==> config.mk <==
export PLATFORM = sky130hd
export DESIGN_NAME = gray_counter_conv
export DESIGN_NICKNAME = d
export VERILOG_FILES = /design/src/rtl/gray_counter_conv.sv
export SDC_FILE = /design/constraint.sdc
export NUM_CORES = 1
export LEC_CHECK = 0
export CAP_MARGIN = 5
export CORE_MARGIN = 5
export CORE_UTILIZATION = 35
export CTS_CLUSTER_DIAMETER = 100
export CTS_CLUSTER_SIZE = 20
export DETAILED_ROUTE_END_ITERATION = 16
export DONT_BUFFER_PORTS = 1
export SETUP_SLACK_MARGIN = 0.02
export SYNTH_ARGS = -nofsm -noshare
export SYNTH_HDL_FRONTEND = slang
export SYNTH_SLANG_ARGS = --single-unit
==> constraint.sdc <==
create_clock -name clk -period 2.6 [get_ports clk]
set_input_delay 0.39 -clock clk [delete_from_list [all_inputs] [get_ports clk]]
set_output_delay 0.39 -clock clk [all_outputs]
set_load 0.03 [all_outputs]
==> src/rtl/gray_counter_conv.sv <==
// Up/down counter with registered binary and Gray views and a Gray-coded load path.
// Optional macro GRAY_STEP_CHECK_EN adds the step_err single-bit-change monitor.
module gray_counter_conv #(
    parameter int               WIDTH   = 4,
    parameter logic [WIDTH-1:0] RST_VAL = '0
) (
    input  logic             clk,
    input  logic             rst_n,
    input  logic             en,
    input  logic             up,
    input  logic             load,
    input  logic [WIDTH-1:0] load_gray,
    output logic [WIDTH-1:0] bin_q,
    output logic [WIDTH-1:0] gray_q,
    output logic             wrap
`ifdef GRAY_STEP_CHECK_EN
    ,
    output logic             step_err
`endif
);

    localparam logic [WIDTH-1:0] RST_GRAY = RST_VAL ^ (RST_VAL >> 1);
    localparam logic [WIDTH-1:0] ONE      = WIDTH'(1);

    logic [WIDTH-1:0] r_bin;
    logic [WIDTH-1:0] r_gray;
    logic             r_wrap;

    logic [WIDTH-1:0] w_load_bin;
    logic [WIDTH-1:0] w_bin_next;
    logic [WIDTH-1:0] w_gray_next;
    logic             w_wrap_next;

    // Each binary bit is the XOR of all Gray bits at or above it; written per bit
    // so no bit of the vector feeds another bit of the same vector.
    genvar gi;
    generate
        for (gi = 0; gi < WIDTH; gi++) begin : g_g2b
            assign w_load_bin[gi] = ^load_gray[WIDTH-1:gi];
        end
    endgenerate

    always_comb begin
        w_bin_next  = r_bin;
        w_gray_next = r_gray;
        w_wrap_next = 1'b0;
        if (load) begin
            w_bin_next  = w_load_bin;
            w_gray_next = load_gray;
        end else if (en) begin
            if (up) begin
                w_bin_next  = r_bin + ONE;
                w_wrap_next = (r_bin == '1);
            end else begin
                w_bin_next  = r_bin - ONE;
                w_wrap_next = (r_bin == '0);
            end
            w_gray_next = w_bin_next ^ (w_bin_next >> 1);
        end
    end

    always_ff @(posedge clk or negedge rst_n) begin
        if (!rst_n) begin
            r_bin  <= RST_VAL;
            r_gray <= RST_GRAY;
            r_wrap <= 1'b0;
        end else begin
            r_bin  <= w_bin_next;
            r_gray <= w_gray_next;
            r_wrap <= w_wrap_next;
        end
    end

    assign bin_q  = r_bin;
    assign gray_q = r_gray;
    assign wrap   = r_wrap;

`ifdef GRAY_STEP_CHECK_EN
    logic [WIDTH-1:0] r_gray_prev;
    logic             r_stepped;

    // Compares the registered Gray value against its predecessor, so a corrupted
    // binary or Gray register shows up as a multi-bit (or zero-bit) step.
    always_ff @(posedge clk or negedge rst_n) begin
        if (!rst_n) begin
            r_gray_prev <= RST_GRAY;
            r_stepped   <= 1'b0;
        end else begin
            r_gray_prev <= r_gray;
            r_stepped   <= en && !load;
        end
    end

    assign step_err = r_stepped && ($countones(r_gray ^ r_gray_prev) != 1);
`endif

endmodule

## Yosys cells after proc, flatten, opt, wreduce, memory -nomap -nowiden

Cells that the tools add are included.

| word-level totals | value |
|---|---|
| register bits | 9 |
| bits in latches | 0 |
| RAM bits | 0 |
| memory bits (read-only) | 0 |
| input port bits | 9 |
| output and inout port bits | 9 |
| logic and storage cells | 22 |
| memories | 0 |

| operators by class | value |
|---|---|
| $add $sub $neg | 2 |
| $mul | 0 |
| divide/modulo/power cells | 0 |
| $lt $le $gt $ge | 0 |
| eq/ne operators | 1 |
| shift-type cells | 0 |
| mux-type cells | 10 |
| bitwise gates (word level) | 1 |
| reduce and logical (&&, ||, !) cells | 5 |

Operators with widths:

| kind | number |
|---|---|
| $mux W4 | 7 |
| $add A4 B1 Y4 const B | 1 |
| $eq A4 B4 Y1 const B | 1 |
| $logic_not A4 Y1 | 1 |
| $reduce_xor A4 Y1 | 1 |
| $sub A4 B1 Y4 const B | 1 |
| $xor A4 B3 Y4 | 1 |
| $mux W1 | 3 |
| $reduce_xor A3 Y1 | 1 |
| $reduce_bool A2 Y1 | 1 |
| $reduce_xor A2 Y1 | 1 |

## Logic depth before layout (Yosys ltp)

| depth | value |
|---|---|
| depth after elaboration | 7 |
| gate-level depth with buffers | 6 |

## Worst setup path after synthesis

No wires, ideal clock.

| timing path | value |
|---|---|
| path kind | register to register |
| start | reg r_bin[2], in the netlist bin_q[2] |
| end | reg r_gray[2], in the netlist gray_q[2] |
| setup time | 67 ps |
| data arrival time | 1,763 ps |
| required time | 2,533 ps |
| path slack | 769 ps |
| cell stages (with the launch flop) | 6 |
| path buffers | 0 |
| cells stage by stage | dfrtp_1 ha_1 and3_4 or3_4 a211o_1 nand3_2 |

| between the ends | value |
|---|---|
| cells in the longest elaborated chain, start to end | 7 |
| elaborated cells on any way between the ends | 8 |
| those cells by class | add/sub (2); mux (5); bitwise (1) |

Ends and longest elaborated chain:

| item | RTL line | source |
|---|---|---|
| start: declaration | 25 | `logic [WIDTH-1:0] r_bin;` |
| start signal: assignment | 68 | `r_bin <= w_bin_next;` |
| $sub A4 B1 Y4 or $add A4 B1 Y4 (tied branches) | 55, 52 |  |
| $mux W4 (*) | 51 | `if (up) begin` |
| $mux W4 (*) | 50 | `end else if (en) begin` |
| $mux W4 (*) | 47 | `if (load) begin` |
| $xor A4 B3 Y4 (*) | 58 | `w_gray_next = w_bin_next ^ (w_bin_next >> 1);` |
| $mux W4 (*) | 50 |  |
| $mux W4 (*) | 47 |  |
| end signal: assignment | 69 | `r_gray <= w_gray_next;` |
| end: declaration | 26 | `logic [WIDTH-1:0] r_gray;` |

Mark *: on every way between the ends. The rest lies on a longest branch, timed or not. The select of a mux whose other input is x is not followed.
A chain may end at the register's enable or synchronous reset.

## Worst setup path after layout

Ends and elaborated chain as after synthesis.

==> key figures <==
CTS
  • Sink Count: 8
  • Total CTS buffers: 3
  • CTS tree: yes
  • CTS root buffer: clkbuf_4
  • H-tree depth: 1
  • Post-CTS sizing: 0
  • Worst-Skew Late Latency: 0.25 ns
  • Clk slew on worst S/H paths: 0.06 ns
  • CTS Buffer Depth: 2

Run status
  • Status: complete, no violations

Die
  • Floorplan Core Area: 0.00152 mm2
  • Die height: 50.3 um
  • Rows: 14
  • Initial Util: 37.4%
  • IO Count: 18
  • Die Area: 0.00253 mm2
  • Die width: 50.3 um

GRT
  • GRT Util Overall: 10.3%
  • First-pass GRT wire length: 2060 um
  • Largest net degree at the start of global routing: 18
  • Vias in the first global route: 448
  • GRT Residual Overflow: 0
  • Initial antenna violation count: 0

Synth
  • Synth top area share: 35.2%
  • Top_reg_cell synth: dfrtp_1
  • Syn Area/Cell: 9.33 um2
  • Area of the mapped netlist: 569 um2
  • Post-synth top cells: 8 x dfrtp_1, 6 x nand2_1, 5 x nor2_1, 5 x o21ai_1, 5 x xnor2_1
  • Yosys top cell by area: dfrtp_1
  • #FFs+latches synth: 8
  • Mapped Nets: 73
  • Asr flop ratio synth: 100%
  • Synth area leaders: dfrtp_1 35%, xnor2_1 7.7%, mux2i_1 5.3%
  • Yosys warns: 0
  • Mapped Cells: 61
  • EDFF count, synth: 0
  • Register area share after synthesis: 35.2%
  • Most frequent cell after synthesis: dfrtp_1
  • Synth unique cells: 27

Route
  • Drt first pass iters: 4
  • Wire length per cell: 15.8 um
  • Via count: 434
  • 1st-iter DRT viols: 4
  • DRC violation count after routing: 0
  • Via-to-Cell Ratio: 5.56
  • Final wirelength: 1240 um
  • Final antenna-violating net count: 0

Finish
  • Ant diodes: 0
  • Design area: 611 um2
  • Layout Utilization: 40.1%
  • Filler cell count: 158
  • Layout net count: 76
  • Layout cells sized above 1: 11.3%
  • Area grow syn2layout: 7.25%

Worst hold path
  • Min-delay worst type: in2reg

Power
  • PD cells: 853 mW/mm2
  • Max VDD drop: 0.386 mV
  • Leak: 0.269 nW
  • Total power draw: 0.000521 W

Placed design
  • Final HPWL DP: 953 um
  • Port buffer count: 0
  • RD Place Congestion: 0.769
  • Post-placement cell area: 578 um2

STA
  • Setup TNS: 0 ns
  • Final setup skew: 0.00467 ns
  • Tcrit/Tclk final: 74.3%
  • Worst-Margin Slew: 0.704 ns
  • Final hold violations: 0
  • Final setup fails: 0
  • RSZ-0062 raised after global routing: false
  • Post-route minimum period: 1.93 ns
  • F_max: 518 MHz
  • Slew margin rel.: 53.1%
  • Final slew viol count: 0

Worst setup path
  • Critical path startpoint category: flop
  • Crit path buf inv count: 0
  • WS Path Type: reg2reg
  • CP required: 2.79 ns
  • Critical path cell sequence: ha_1 -> and3_4 -> or3_4 -> a211o_1 -> nand3_2
  • Largest stage delay on the critical path: 0.59 ns
  • Crit path max fanout: 5
  • CP delay by family, top: simple AND/OR/NAND/NOR gates
  • Crit. End Element: flop
  • Crit path max-delay cell type: dfrtp_1
  • Worst Path Arrival: 2.12 ns

Flow run
  • Max-Cap Viols: 0
what timing repair did:
action	in CTS	in global routing
hold buffers	1	0
endpoints found under the hold margin	8	0
buffers inserted	0	0
cells in the final DEF, fill, tap and decap left out, types with 2 or more instances in the layout:
cell type / count
a21o_1: 2
a21oi_1: 2
clkbuf_4: 3
dfrtp_1: 8
ha_1: 2
mux2i_1: 3
nand2_1: 6
nand4b_1: 2
nor2_1: 5
o21ai_1: 5
xnor2_1: 5
xor2_1: 3
logic make-up after synthesis:
logic type | count (synthesis) | synth area share (%)
AOI/OAI and AO/OA | 13 | 13.6
xor gates and xnor gates | 8 | 12.3
adders and majority gates | 3 | 7.91
buffers and inverters | 5 | 3.96
DFF | 8 | 35.2
muxes | 3 | 5.27
and+or+nand+nor | 21 | 21.8
layer usage:
layer,up-vias,global-route usage [%],wire length [um]
met1,205,11.2,528
met3,2,3.85,96
li1,215,-,-
met2,12,17.4,598
met4,0,5.53,12
met5,-,0,0
final timing paths:
check                                   endpoint  slack [ns]  depth (start not counted)                   from
max                        gray_q[2]$_DFFE_PN0P_        0.67                          5   bin_q[2]$_DFFE_PN0P_
min                        gray_q[1]$_DFFE_PN0P_        0.23                          1                   load
max reg2reg                gray_q[2]$_DFFE_PN0P_        0.67                          5   bin_q[2]$_DFFE_PN0P_
min reg2reg                gray_q[2]$_DFFE_PN0P_        0.76                          2  gray_q[2]$_DFFE_PN0P_
max in group asynchronous   bin_q[2]$_DFFE_PN0P_        1.82                          1                  rst_n
min in group asynchronous  gray_q[2]$_DFFE_PN0P_        0.50                          1                  rst_n
worst reg2reg max path: stages (launching register included):
cell     delay [ns]
dfrtp_1        0.59
ha_1           0.35
and3_4         0.19
or3_4          0.38
a211o_1        0.31
nand3_2        0.06
state kept, by name (all words and copies together) (netlist names):
register and cells:
bin_q 4, gray_q 3, wrap 1
power breakdown:
group          switching [W]  internal, W
sequential         0.0000846     0.000150
clock              0.0000428    0.0000529
combinational      0.0000976    0.0000932
total               0.000225     0.000296
stage by stage:
stage | cells | worst slack [ns] | hold WS (ns)
final | 78 | 0.669 | 0.229
after floorplan | 61 | 0.769 | 0.0944
after CTS | 78 | 0.664 | 0.218
after global placement | 74 | 0.706 | 0.0946
after global routing | 78 | 0.581 | 0.220
after detailed placement | 74 | 0.684 | 0.0946
cell type report:
cell class              instances  area (um2)  area share (%)
clock buffers                   3        22.5            3.69
inverters                       1        3.75           0.615
flip-flops and latches          8         200            32.8
repair buffers                  2        17.5            2.87
multi-input cells              48         347            56.8
well taps                      16        20.0            3.28
No activity file was read; power rests on OpenSTA's default activity.
